### src/rtl/u_norm_seq.sv
// u_norm_seq: sequential P/NP-class truth-table canonicaliser.
// Walks every (perm, mask) candidate and keeps the minimum {g,P,M} key.
module u_norm_seq #(
  parameter int N      = 4,
  parameter int NEG_EN = 0
) (
  input  logic                     clk,
  input  logic                     rst_n,
  input  logic                     in_valid,
  output logic                     in_ready,
  input  logic [(1<<N)-1:0]        in_func,
  input  logic                     flush,
  output logic                     out_valid,
  input  logic                     out_ready,
  output logic [(1<<N)-1:0]        out_norm,
  output logic [N*$clog2(N)-1:0]   out_perm,
  output logic [N-1:0]             out_neg
);

  localparam int TT_W = 1 << N;
  localparam int IW   = $clog2(N);
  localparam int PW   = N * IW;
  localparam int KW   = TT_W + PW + N;

  function automatic int fact(input int n);
    int r;
    r = 1;
    for (int i = 2; i <= n; i++) r = r * i;
    return r;
  endfunction

  localparam int C  = fact(N) * ((NEG_EN != 0) ? TT_W : 1);
  localparam int CW = $clog2(C + 1);

  typedef enum logic [1:0] {
    IDLE,
    RUN,
    DONE
  } state_t;

  state_t state;
  state_t state_n;

  logic [TT_W-1:0] func_r;
  logic [IW-1:0]   dig [N];
  logic [IW-1:0]   dig_n [N];
  logic [N-1:0]    msk;
  logic [N-1:0]    msk_n;
  logic [CW-1:0]   cyc;
  logic            carry;

  logic [IW-1:0]   perm [N];
  logic [N-1:0]    used;
  logic [IW:0]     pick;
  logic [PW-1:0]   perm_flat;

  logic [TT_W-1:0] g;
  logic [N-1:0]    yv;
  logic [N-1:0]    xi;

  logic [KW-1:0]   cand_key;
  logic [KW-1:0]   cand;
  logic [KW-1:0]   best;
  logic [KW-1:0]   merged;
  logic            cand_vld;
  logic            best_vld;

  logic            accept;
  logic            last;

  assign in_ready  = (state == IDLE) && !flush;
  assign accept    = in_valid && in_ready;
  assign last      = (state == RUN) && (cyc == CW'(C));
  assign out_valid = (state == DONE);

  // State register.
  always_ff @(posedge clk or negedge rst_n) begin
    if (!rst_n) state <= IDLE;
    else        state <= state_n;
  end

  // Next state; flush overrides every other transition.
  always_comb begin
    state_n = state;
    unique case (state)
      IDLE:    if (accept)    state_n = RUN;
      RUN:     if (last)      state_n = DONE;
      DONE:    if (out_ready) state_n = IDLE;
      default:                state_n = IDLE;
    endcase
    if (flush) state_n = IDLE;
  end

  // Lehmer digits -> permutation: slot k takes the dig[k]-th unused input.
  always_comb begin
    used = '0;
    pick = '0;
    for (int k = 0; k < N; k++) begin
      perm[k] = '0;
      pick    = '0;
      for (int i = 0; i < N; i++) begin
        if (!used[i]) begin
          if (pick == {1'b0, dig[k]}) perm[k] = IW'(i);
          pick = pick + (IW+1)'(1);
        end
      end
      used[perm[k]] = 1'b1;
    end
  end

  // Pack permutation fields, slot 0 in the MSB field.
  always_comb begin
    perm_flat = '0;
    for (int k = 0; k < N; k++)
      perm_flat[(N-1-k)*IW +: IW] = perm[k];
  end

  // Transformed table: g(y) = f(x) with x[P[k]] = y[k] ^ M[k].
  always_comb begin
    g  = '0;
    yv = '0;
    xi = '0;
    for (int y = 0; y < TT_W; y++) begin
      yv = N'(y);
      xi = '0;
      for (int k = 0; k < N; k++)
        xi[N-1-int'(perm[k])] = yv[N-1-k] ^ msk[N-1-k];
      g[TT_W-1-y] = func_r[TT_W-1-int'(xi)];
    end
  end

  assign cand_key = {g, perm_flat, msk};

  // Mask is the inner counter; digits form a mixed-radix outer counter.
  always_comb begin
    msk_n = msk;
    dig_n = dig;
    carry = 1'b1;
    if (NEG_EN != 0) begin
      msk_n = msk + N'(1);
      carry = &msk;
    end
    for (int k = N - 2; k >= 0; k--) begin
      if (carry) begin
        if (dig[k] == IW'(N - 1 - k)) begin
          dig_n[k] = '0;
        end else begin
          dig_n[k] = dig[k] + IW'(1);
          carry    = 1'b0;
        end
      end
    end
  end

  // Running minimum including the candidate staged last cycle.
  always_comb begin
    merged = best;
    if (cand_vld && (!best_vld || cand_key_lt())) merged = cand;
  end

  function automatic logic cand_key_lt();
    return cand < best;
  endfunction

  // Candidate staging, minimum tracking and result capture.
  always_ff @(posedge clk or negedge rst_n) begin
    if (!rst_n) begin
      func_r   <= '0;
      dig      <= '{default: '0};
      msk      <= '0;
      cyc      <= '0;
      cand     <= '0;
      best     <= '0;
      cand_vld <= 1'b0;
      best_vld <= 1'b0;
      out_norm <= '0;
      out_perm <= '0;
      out_neg  <= '0;
    end else if (accept) begin
      func_r   <= in_func;
      dig      <= '{default: '0};
      msk      <= '0;
      cyc      <= '0;
      cand_vld <= 1'b0;
      best_vld <= 1'b0;
    end else if (state == RUN && !flush) begin
      if (cyc != CW'(C)) begin
        cand <= cand_key;
        dig  <= dig_n;
        msk  <= msk_n;
        cyc  <= cyc + CW'(1);
      end
      cand_vld <= (cyc != CW'(C));
      if (cand_vld) begin
        best     <= merged;
        best_vld <= 1'b1;
      end
      if (last) begin
        out_norm <= merged[KW-1 -: TT_W];
        out_perm <= merged[N +: PW];
        out_neg  <= merged[N-1:0];
      end
    end
  end

endmodule

### config.mk
export PLATFORM = sky130hd
export DESIGN_NAME = u_norm_seq
export DESIGN_NICKNAME = d
export VERILOG_FILES = /design/src/rtl/u_norm_seq.sv
export SDC_FILE = /design/constraint.sdc
export NUM_CORES = 1
export LEC_CHECK = 0
export ABC_AREA = 0
export CORE_MARGIN = 3
export CORE_UTILIZATION = 40
export DETAILED_ROUTE_END_ITERATION = 10
export PLACE_DENSITY = 0.7
export REMOVE_ABC_BUFFERS = 1
export SLEW_MARGIN = 0
export SYNTH_ARGS = -nofsm -noshare
export SYNTH_HDL_FRONTEND = slang
export SYNTH_SLANG_ARGS = --single-unit
### constraint.sdc
create_clock -name clk -period 8.17 [get_ports clk]
set_clock_uncertainty 0.2 [all_clocks]
set_input_delay 1.634 -clock clk [delete_from_list [all_inputs] [get_ports clk]]
set_output_delay 1.634 -clock clk [all_outputs]
set_load 0.1 [all_outputs]
==> impl_metrics.env, run 1 <==
export IMPL_whs_endpoint="out_norm[5]$_DFFE_PN0P_"
export IMPL_vias=6533
export IMPL_stdcell_count=1140
export IMPL_ir_drop_mv=0.201
export IMPL_clkTransAtPathRegs_ps=70
export IMPL_synth_top_area_frac=0.348
export IMPL_dpl_cell_count=1124
export IMPL_finalCritPeriodShare=0.846
export IMPL_antenna_cells=0
export IMPL_worstPathMaxFanout=11
export IMPL_cp_buffers_inverters=4
export IMPL_synthTopCellsByArea="dfrtp_1 (35%), mux2i_1 (10%), nand2_1 (6.6%)"
export IMPL_path_cells="inv_1 -> ha_1 -> nor3_1 -> nor4_1 -> a221oi_4 -> inv_1 -> ha_1 -> xor2_1 -> nor3_1 -> a211oi_1 -> a31o_2 -> a21o_4 -> inv_2 -> ha_1 -> inv_1 -> o21ai_0 -> a21boi_1 -> o21ai_0 -> nand2_1 -> mux2i_1 -> mux2i_1 -> mux2_2 -> o21ai_1"
export IMPL_crit_family="compound AO/OA/AOI/OAI gates"
export IMPL_hold_viol_final=0
export IMPL_syn_area_um2=7990
export IMPL_grt_usage=0.194
export IMPL_r2r_start="dig[7]$_DFFE_PN0P_"
export IMPL_routedWlPerCell_um=18.2
export IMPL_post_route_drc_count=0
export IMPL_avgSynthCellArea_um2=9.33
export IMPL_hpwl_mm=14.6
export IMPL_areaGrowthSynthToFinish_pct=12.4
export IMPL_final_layout_size_suffix_gt1_frac=0.135
export IMPL_r2r_end="cand[14]$_DFFE_PN0P_"
export IMPL_die_width_um=147
export IMPL_drv_cap=0
export IMPL_crit_required_ps=8260
export IMPL_layout_nets=926
export IMPL_reg2regPathDepth=23
export IMPL_min_from="out_norm[5]$_DFFE_PN0P_"
export IMPL_cts_tree="built"
export IMPL_start_util=0.409
export IMPL_die_h_um=147
export IMPL_cp_slowest_stage_delay_ps=580
export IMPL_outcome="complete, no violations"
export IMPL_io_buffers=50
export IMPL_crit_type="reg2reg"
export IMPL_grt_max_degree=62
export IMPL_antenna_found_initial=0
export IMPL_timing_hold_ws_ps=276
export IMPL_ant_nets=0
export IMPL_numClockSinks=111
export IMPL_endpoint_kind="flop"
export IMPL_synthFlopType="dfrtp_1"
export IMPL_setup_violations=0
export IMPL_power_density_nw_per_um2=445
export IMPL_startpoint_type="flop"
export IMPL_ff2ff_setup_slack_ps=1260
export IMPL_yosysSeqAreaShare=0.348
export IMPL_synth_cell_types=82
export IMPL_slew_headroom=0.285
export IMPL_crit_slowest_cell="a21boi_1"
export IMPL_ios=51
export IMPL_grt_pass1_vias=6248
export IMPL_cts_htree_levels=3
export IMPL_rsz0062_at_grt="false"
export IMPL_pre_cts_ws_ps=1450
export IMPL_finalCriticalPeriod_ps=6910
export IMPL_dr_pass1_iters=5
export IMPL_async_flop_share=1.00
export IMPL_drt_iter0_drc=566
export IMPL_core_region_area_um2=19500
export IMPL_synth_edf_count=0
export IMPL_worstPathArrival_ps=7000
export IMPL_tns_ps=0
export IMPL_std_cell_rows=51
export IMPL_drt_wl_total_mm=20.8
export IMPL_cts_resized=0
export IMPL_power_leakage_uw=0.00410
export IMPL_clk_latency_ps=360
export IMPL_min_path_cells=2
export IMPL_die_area_um2=21700
export IMPL_routabilityCongestion=0.958
export IMPL_drv_slew=0
export IMPL_fmax_mhz=145
export IMPL_grt_pass1_wl_mm=34.1
export IMPL_grt_ovfl_total=0
export IMPL_hp_class="reg2reg"
export IMPL_clock_root_buffer="clkbuf_16"
export IMPL_worst_slack_ps=1260
export IMPL_postCtsHoldBufs=0
export IMPL_yosys_warnings=0
export IMPL_cts_buffers=9
export IMPL_num_fill_cells=1903
export IMPL_clock_path_buffers=2
export IMPL_cts_setup_buffers=0
export IMPL_ys_ff_latch=111
export IMPL_synthCells=856
export IMPL_yosys_area_top_type="dfrtp_1"
export IMPL_vias_per_cell=5.73
export IMPL_tightest_slew_ps=1070
==> final cells by class <==
cell class / instances / area, um^2 / share of cell area
multi-input combinational: 647 / 4810 / 0.535
sequential: 111 / 2780 / 0.309
timing repair buffer: 59 / 566 / 0.0630
tap: 265 / 332 / 0.0369
clock buffer: 11 / 253 / 0.0281
inverter: 42 / 158 / 0.0176
clock inverter: 5 / 86.3 / 0.00962
==> registers in the layout, summed over array words and instances (netlist names) <==
register  count
state         2
out_perm      8
cyc           5
cand_vld      1
best         28
out_neg       4
cand         24
out_norm     16
dig           6
func_r       16
best_vld      1
==> per-layer routing <==
layer  track usage  part of all wire  vias to the layer above
met5             0                 0                        -
met1         0.278              0.46                     3159
met4        0.0685             0.026                        0
met2         0.299              0.44                      253
li1              -                 -                     3078
met3        0.0333             0.072                       43
==> kinds of logic after synthesis <==
kind of cell	synth area share
XOR/XNOR	0.0132
AND/OR/NAND/NOR	0.160
multiplexers	0.210
flip-flops	0.348
buffers and inverters	0.0528
AO/OA/AOI/OAI	0.159
adder cells (fa/ha/maj)	0.0565
==> tightest hold or removal path: cells and delay by family (launching register included) <==
kind | cells | cell delay [ps]
compound gates | 1 | 60
simple gates | 1 | 50
flops | 1 | 340
==> per-stage QoR <==
step | area, um^2 | util | total power (uW)
final | 8980 | 0.460 | 4000
after global routing | 8980 | 0.460 | 4280
after CTS | 8980 | 0.460 | 3960
after detailed placement | 8640 | 0.442 | 3440
after global placement | 8640 | 0.442 | 3400
after floorplan | 7720 | - | 2830
==> how the worst max path moves through the flow <==
stage	slack, ps	to	depth (start not counted)	start
floorplan	2250	cand[16]$_DFFE_PN0P_	21	dig[6]$_DFFE_PN0P_
global placement	1600	cand[22]$_DFFE_PN0P_	22	dig[7]$_DFFE_PN0P_
detailed placement	1450	cand[14]$_DFFE_PN0P_	22	dig[7]$_DFFE_PN0P_
CTS	1420	cand[14]$_DFFE_PN0P_	22	dig[7]$_DFFE_PN0P_
global route	850	cand[14]$_DFFE_PN0P_	23	dig[7]$_DFFE_PN0P_
finish	1260	cand[14]$_DFFE_PN0P_	23	dig[7]$_DFFE_PN0P_
==> placed cells by master (no fill, tap or decap), types with 5 or more instances in the layout <==
| master | synthesis | layout |
|---|---|---|
| a211oi_1 | 19 | 19 |
| a21o_1 | 19 | 19 |
| a21oi_1 | 32 | 32 |
| a31oi_1 | 11 | 11 |
| and2_1 | 11 | 11 |
| buf_4 | 2 | 10 |
| clkbuf_16 | 0 | 9 |
| clkdlybuf4s50_1 | 0 | 49 |
| dfrtp_1 | 111 | 111 |
| ha_1 | 35 | 35 |
| inv_1 | 40 | 40 |
| mux2_2 | 41 | 41 |
| mux2i_1 | 81 | 81 |
| mux4_2 | 17 | 17 |
| nand2_1 | 141 | 141 |
| nand3_1 | 11 | 11 |
| nand4_1 | 11 | 11 |
| nor2_1 | 50 | 50 |
| nor2b_1 | 6 | 6 |
| nor3_1 | 13 | 13 |
| nor3b_1 | 5 | 5 |
| nor4_1 | 5 | 5 |
| o21ai_0 | 52 | 52 |
| o21ai_1 | 9 | 9 |
| xor2_1 | 5 | 5 |
==> Yosys cell counts, drive strengths merged (2+ instances only) <==
master    n
nor3     13
mux2i    81
a221oi    3
xor2      6
nand4    11
a21boi    3
a211o     3
nand3    11
o311ai    3
and3      2
buf      16
clkbuf   40
a32oi     2
a31oi    13
a211oi   21
or4b      2
inv      42
or3       4
o31ai     2
nand2b    2
o21ai    65
and2     12
nand2   144
dfrtp   111
a21o     20
nor4      5
nor2     50
a22oi     3
nor3b     5
nor2b     7
o21bai    2
xnor2     3
o211ai    2
mux4     18
or2       3
ha       35
mux2     41
a21oi    35
==> report_power, final <==
part,switching [uW],total (uW),internal (uW)
Sequential,209,884,675
Clock,216,504,289
Combinational,1460,2610,1150
No activity file was read; power rests on OpenSTA's default activity.
==> run 2, diff against run 1 <==
- clock period: 8.17 -> 6.5 ns (I/O delays scaled with it)
==> run 2 against run 1 <==
Critical path depth shrank 2. Final cell count is 1.8% higher. Wire length up 0.12%. Final area increased by 1.2%. Fmax grew 13%. Power increased by 28%. Die area stayed put. Count of clock-buffer cells in the layout fell by 1. Critical endpoint is now cand[20]$_DFFE_PN0P_.
==> impl_metrics.env, run 2 (synthesis results as in run 1) <==
export IMPL_die_h_um=147
export IMPL_hp_class="reg2reg"
export IMPL_io_buffers=50
export IMPL_areaGrowthSynthToFinish_pct=13.8
export IMPL_ios=51
export IMPL_grt_pass1_wl_mm=33.5
export IMPL_grt_pass1_vias=6301
export IMPL_layout_nets=947
export IMPL_startpoint_type="flop"
export IMPL_antenna_found_initial=0
export IMPL_drv_slew=0
export IMPL_drt_wl_total_mm=20.8
export IMPL_grt_max_degree=68
export IMPL_numClockSinks=111
export IMPL_crit_type="reg2reg"
export IMPL_slew_headroom=0.272
export IMPL_postCtsHoldBufs=0
export IMPL_routabilityCongestion=0.974
export IMPL_drv_cap=0
export IMPL_tightest_slew_ps=1090
export IMPL_finalCriticalPeriod_ps=6120
export IMPL_final_cell_mix="nand2_1 (141), dfrtp_1 (111), mux2i_1 (81), o21ai_0 (52), nor2_1 (50)"
export IMPL_final_layout_size_suffix_gt1_frac=0.157
export IMPL_clkTransAtPathRegs_ps=80
export IMPL_antenna_cells=0
export IMPL_cts_htree_levels=3
export IMPL_hpwl_mm=14.6
export IMPL_drt_iter0_drc=444
export IMPL_endpoint_kind="flop"
export IMPL_finalPower_uw=5130
export IMPL_finalCritPeriodShare=0.942
export IMPL_hold_viol_final=0
export IMPL_vias_per_cell=5.66
export IMPL_worstPathMaxFanout=10
export IMPL_worstPathArrival_ps=6150
export IMPL_power_leakage_uw=0.00417
export IMPL_regArea_um2=2780
export IMPL_vias=6570
export IMPL_clock_path_buffers=2
export IMPL_std_cell_rows=51
export IMPL_power_density_nw_per_um2=565
export IMPL_clk_latency_ps=370
export IMPL_post_route_drc_count=0
export IMPL_grt_ovfl_total=0
export IMPL_top_register="best"
export IMPL_cts_buffers=9
export IMPL_timing_hold_ws_ps=277
export IMPL_reg_top3="best x28, cand x24"
export IMPL_rsz0062_at_grt="false"
export IMPL_cts_tree="built"
export IMPL_layout_commonest_cell="nand2_1"
export IMPL_outcome="complete, no violations"
export IMPL_multi_input_area_um2=4820
export IMPL_routedWlPerCell_um=17.9
export IMPL_clock_root_buffer="clkbuf_16"
export IMPL_tns_ps=0
export IMPL_die_area_um2=21700
export IMPL_ant_nets=0
export IMPL_fmax_mhz=163
export IMPL_die_width_um=147
export IMPL_ff2ff_setup_slack_ps=380
export IMPL_dr_pass1_iters=5
export IMPL_start_util=0.409
export IMPL_grt_usage=0.193
export IMPL_crit_required_ps=6530
export IMPL_core_region_area_um2=19500
export IMPL_num_fill_cells=1901
export IMPL_ir_drop_mv=0.269
export IMPL_setup_violations=0
export IMPL_largest_reg_flops=28
[run 2: through the flow]
step                utilization  area, um^2  setup WS, ps  cells
finish                    0.466        9090           378   1161
global route              0.466        9090          14.6   1161
CTS                       0.465        9080           324   1161
detailed placement        0.451        8800           337   1145
global placement          0.451        8800           484   1145
floorplan                     -        7720           583    800
[run 2: what timing repair did]
item / in CTS / in global routing
buffers inserted: 0 / 0
endpoints found under the setup margin: 0 / 9
gates resized for setup: 0 / 2
[run 2: report_power, final]
part / switching, uW / total (uW) / internal, uW / leakage, uW
Combinational: 1880 / 3490 / 1610 / 0.00259
Sequential: 256 / 1100 / 848 / 0.00145
Clock: 268 / 540 / 272 / 0.000131
[run 2: area by class of cell]
class                           instances  share of cell area
Multi-Input combinational cell        647               0.530
Clock buffer                           10              0.0263
Inverter                               42              0.0173
Timing Repair Buffer                   80              0.0796
Sequential cell                       111               0.306
Tap cell                              265              0.0365
Clock inverter                          6             0.00496
[run 2: routing by layer]
metal,share of wire,vias to the layer above,global-route usage
met5,0,-,0
met4,0.032,0,0.0774
met2,0.44,235,0.303
met3,0.070,50,0.0410
li1,-,3134,-
met1,0.45,3151,0.263
[run 2: critical path, cell delays in order (launching register included)]
cell and delay [ps]:
dfrtp_1 490, inv_1 120, ha_1 320, maj3_4 390
xnor2_4 190, a221oi_4 410, inv_1 180, ha_1 380
or4b_2 600, a211oi_1 280, o21a_1 160, a21o_4 140
inv_2 40, ha_1 340, buf_4 180, o21ai_2 80
nor2_1 660, mux2i_1 280, mux2i_1 100, mux2_2 280
nand3_1 80, o311ai_1 100
[run 2: path summary, 6_finish.rpt]
path | from | cells past startpoint | end
min | out_norm[5]$_DFFE_PN0P_ | 2 | out_norm[5]$_DFFE_PN0P_
min reg2reg | out_norm[5]$_DFFE_PN0P_ | 2 | out_norm[5]$_DFFE_PN0P_
min in group asynchronous | rst_n | 1 | best[1]$_DFFE_PN0P_
max reg2reg | dig[7]$_DFFE_PN0P_ | 21 | cand[20]$_DFFE_PN0P_
max | dig[7]$_DFFE_PN0P_ | 21 | cand[20]$_DFFE_PN0P_
max in group asynchronous | rst_n | 2 | func_r[9]$_DFFE_PN0P_
==> run 3, diff against run 2 <==
- MAX_ROUTING_LAYER: unset -> met4
==> run 3 against run 2 <==
Die area unchanged. Final area increased by 0.47%. Power increased by 0.81%.
==> impl_metrics.env, run 3 (synthesis results as in run 1) <==
export IMPL_p_switching_uw=2420
export IMPL_num_fill_cells=1912
export IMPL_ant_nets=0
export IMPL_ios=51
export IMPL_worstPathMaxFanout=9
export IMPL_routabilityCongestion=0.990
export IMPL_die_width_um=147
export IMPL_cts_buffers=9
export IMPL_start_util=0.409
export IMPL_p_int_uw=2760
export IMPL_layout_nets=953
export IMPL_final_layout_size_suffix_gt1_frac=0.165
export IMPL_drv_cap=0
export IMPL_layout_commonest_cell="nand2_1"
export IMPL_reg2regPathDepth=23
export IMPL_clk_latency_ps=360
export IMPL_areaGrowthSynthToFinish_pct=14.3
export IMPL_final_cell_mix="nand2_1 (141), dfrtp_1 (110), mux2i_1 (81), o21ai_0 (52)"
export IMPL_worst_slack_ps=291
export IMPL_dr_pass1_iters=5
export IMPL_startpoint_type="flop"
export IMPL_numClockSinks=111
export IMPL_setup_violations=0
export IMPL_crit_type="reg2reg"
export IMPL_postCtsHoldBufs=0
export IMPL_hold_viol_final=0
export IMPL_finalInstanceArea_um2=9130
export IMPL_post_route_drc_count=0
export IMPL_placed_area_um2=8820
export IMPL_grt_pass1_wl_mm=33.7
export IMPL_fmax_mhz=161
export IMPL_grt_usage=0.200
export IMPL_timing_hold_ws_ps=275
export IMPL_largest_reg_flops=28
export IMPL_antenna_cells=0
export IMPL_power_leakage_uw=0.00420
export IMPL_routedWlPerCell_um=18.0
export IMPL_grt_pass1_vias=6263
export IMPL_grt_ovfl_total=0
export IMPL_drt_wl_total_mm=21.0
export IMPL_hp_class="reg2reg"
export IMPL_finalCriticalPeriod_ps=6210
export IMPL_power_density_nw_per_um2=567
export IMPL_ir_drop_mv=0.277
export IMPL_grt_max_degree=58
export IMPL_cts_tree="built"
export IMPL_core_region_area_um2=19500
export IMPL_min_path_cells=2
export IMPL_reg_top3="best x28, cand x24"
export IMPL_vias_per_cell=5.64
export IMPL_slew_headroom=0.249
export IMPL_clkTransAtPathRegs_ps=70
export IMPL_std_cell_rows=51
export IMPL_die_area_um2=21700
export IMPL_clock_path_buffers=2
export IMPL_top_register="best"
export IMPL_cts_htree_levels=3
export IMPL_vias=6582
export IMPL_finalPower_uw=5180
export IMPL_hpwl_mm=14.8
export IMPL_sw_frac_of_total=0.467
export IMPL_crit_required_ps=6600
export IMPL_pre_cts_ws_ps=269
export IMPL_p_comb_frac=0.683
export IMPL_drv_slew=0
export IMPL_worstPathArrival_ps=6310
export IMPL_drt_iter0_drc=532
export IMPL_antenna_found_initial=0
export IMPL_die_h_um=147
export IMPL_outcome="complete, no violations"
export IMPL_tightest_slew_ps=1130
export IMPL_finalCritPeriodShare=0.955
export IMPL_clock_root_buffer="clkbuf_16"
export IMPL_io_buffers=50
export IMPL_endpoint_kind="flop"
export IMPL_power_frac_seq=0.214
export IMPL_clockPowerShare=0.103
## run 3: power groups by stage
stage / registers (uW) / clock network, uW / logic (uW)
final: 1110 / 532 / 3540
after floorplan: 1000 / 0 / 2560
after detailed placement: 1110 / 0 / 3430
after global routing: 1130 / 573 / 3830
after CTS: 1100 / 549 / 3450
after global placement: 1100 / 0 / 3380
## run 3: through the flow
step	util	TNS (ps)	cells
4_1_cts	0.466	0	1163
3_5_place_dp	0.452	0	1148
2_1_floorplan	-	0	800
3_3_place_gp	0.452	0	1148
5_1_grt	0.468	-58.6	1166
6_report	0.468	0	1166
## run 3: worst max-delay path, cell delays in order (launching register included)
cell	delay [ps]
dfrtp_1	460
inv_1	120
ha_1	330
maj3_4	400
xnor2_4	190
a221oi_4	400
inv_1	180
ha_1	390
or4b_2	600
a211oi_1	310
o21a_1	170
a21o_4	140
inv_2	40
ha_1	320
inv_1	110
buf_4	110
a31oi_1	60
a21oi_1	250
o211ai_4	220
a31oi_4	330
a211oi_1	160
a2111oi_2	430
a32oi_1	150
nand2_1	80
## run 3: layout make-up
| cell class | count | area (um^2) | share of cell area |
|---|---|---|---|
| clock inverters | 5 | 32.5 | 0.00356 |
| multi-input cells | 647 | 4820 | 0.528 |
| clock buffers | 10 | 239 | 0.0262 |
| repair buffers | 86 | 768 | 0.0841 |
| flip-flops and latches | 111 | 2780 | 0.304 |
| inverters | 42 | 158 | 0.0173 |
| well taps | 265 | 332 | 0.0363 |
## run 3: timing repair
action	4_1_cts	5_1_grt
setup buffers	0	3
resized for setup	0	6
endpoints found under the setup margin	0	11
## run 3: layer usage
metal  vias to the layer above  routed length, um  global-route usage
met5                         -                  0                   -
met4                         0                597              0.0792
met3                        48               1240              0.0305
met2                       247               9600               0.312
met1                      3143               9590               0.264
li1                       3144                  -                   -
## run 3: final timing paths
check / start / to / slack (ps)
max: dig[6]$_DFFE_PN0P_ / cand[17]$_DFFE_PN0P_ / 290
min: out_norm[9]$_DFFE_PN0P_ / out_norm[9]$_DFFE_PN0P_ / 270
max reg2reg: dig[6]$_DFFE_PN0P_ / cand[17]$_DFFE_PN0P_ / 290
min reg2reg: out_norm[9]$_DFFE_PN0P_ / out_norm[9]$_DFFE_PN0P_ / 270
max in group asynchronous: rst_n / dig[7]$_DFFE_PN0P_ / 4060
min in group asynchronous: rst_n / out_neg[2]$_DFFE_PN0P_ / 790
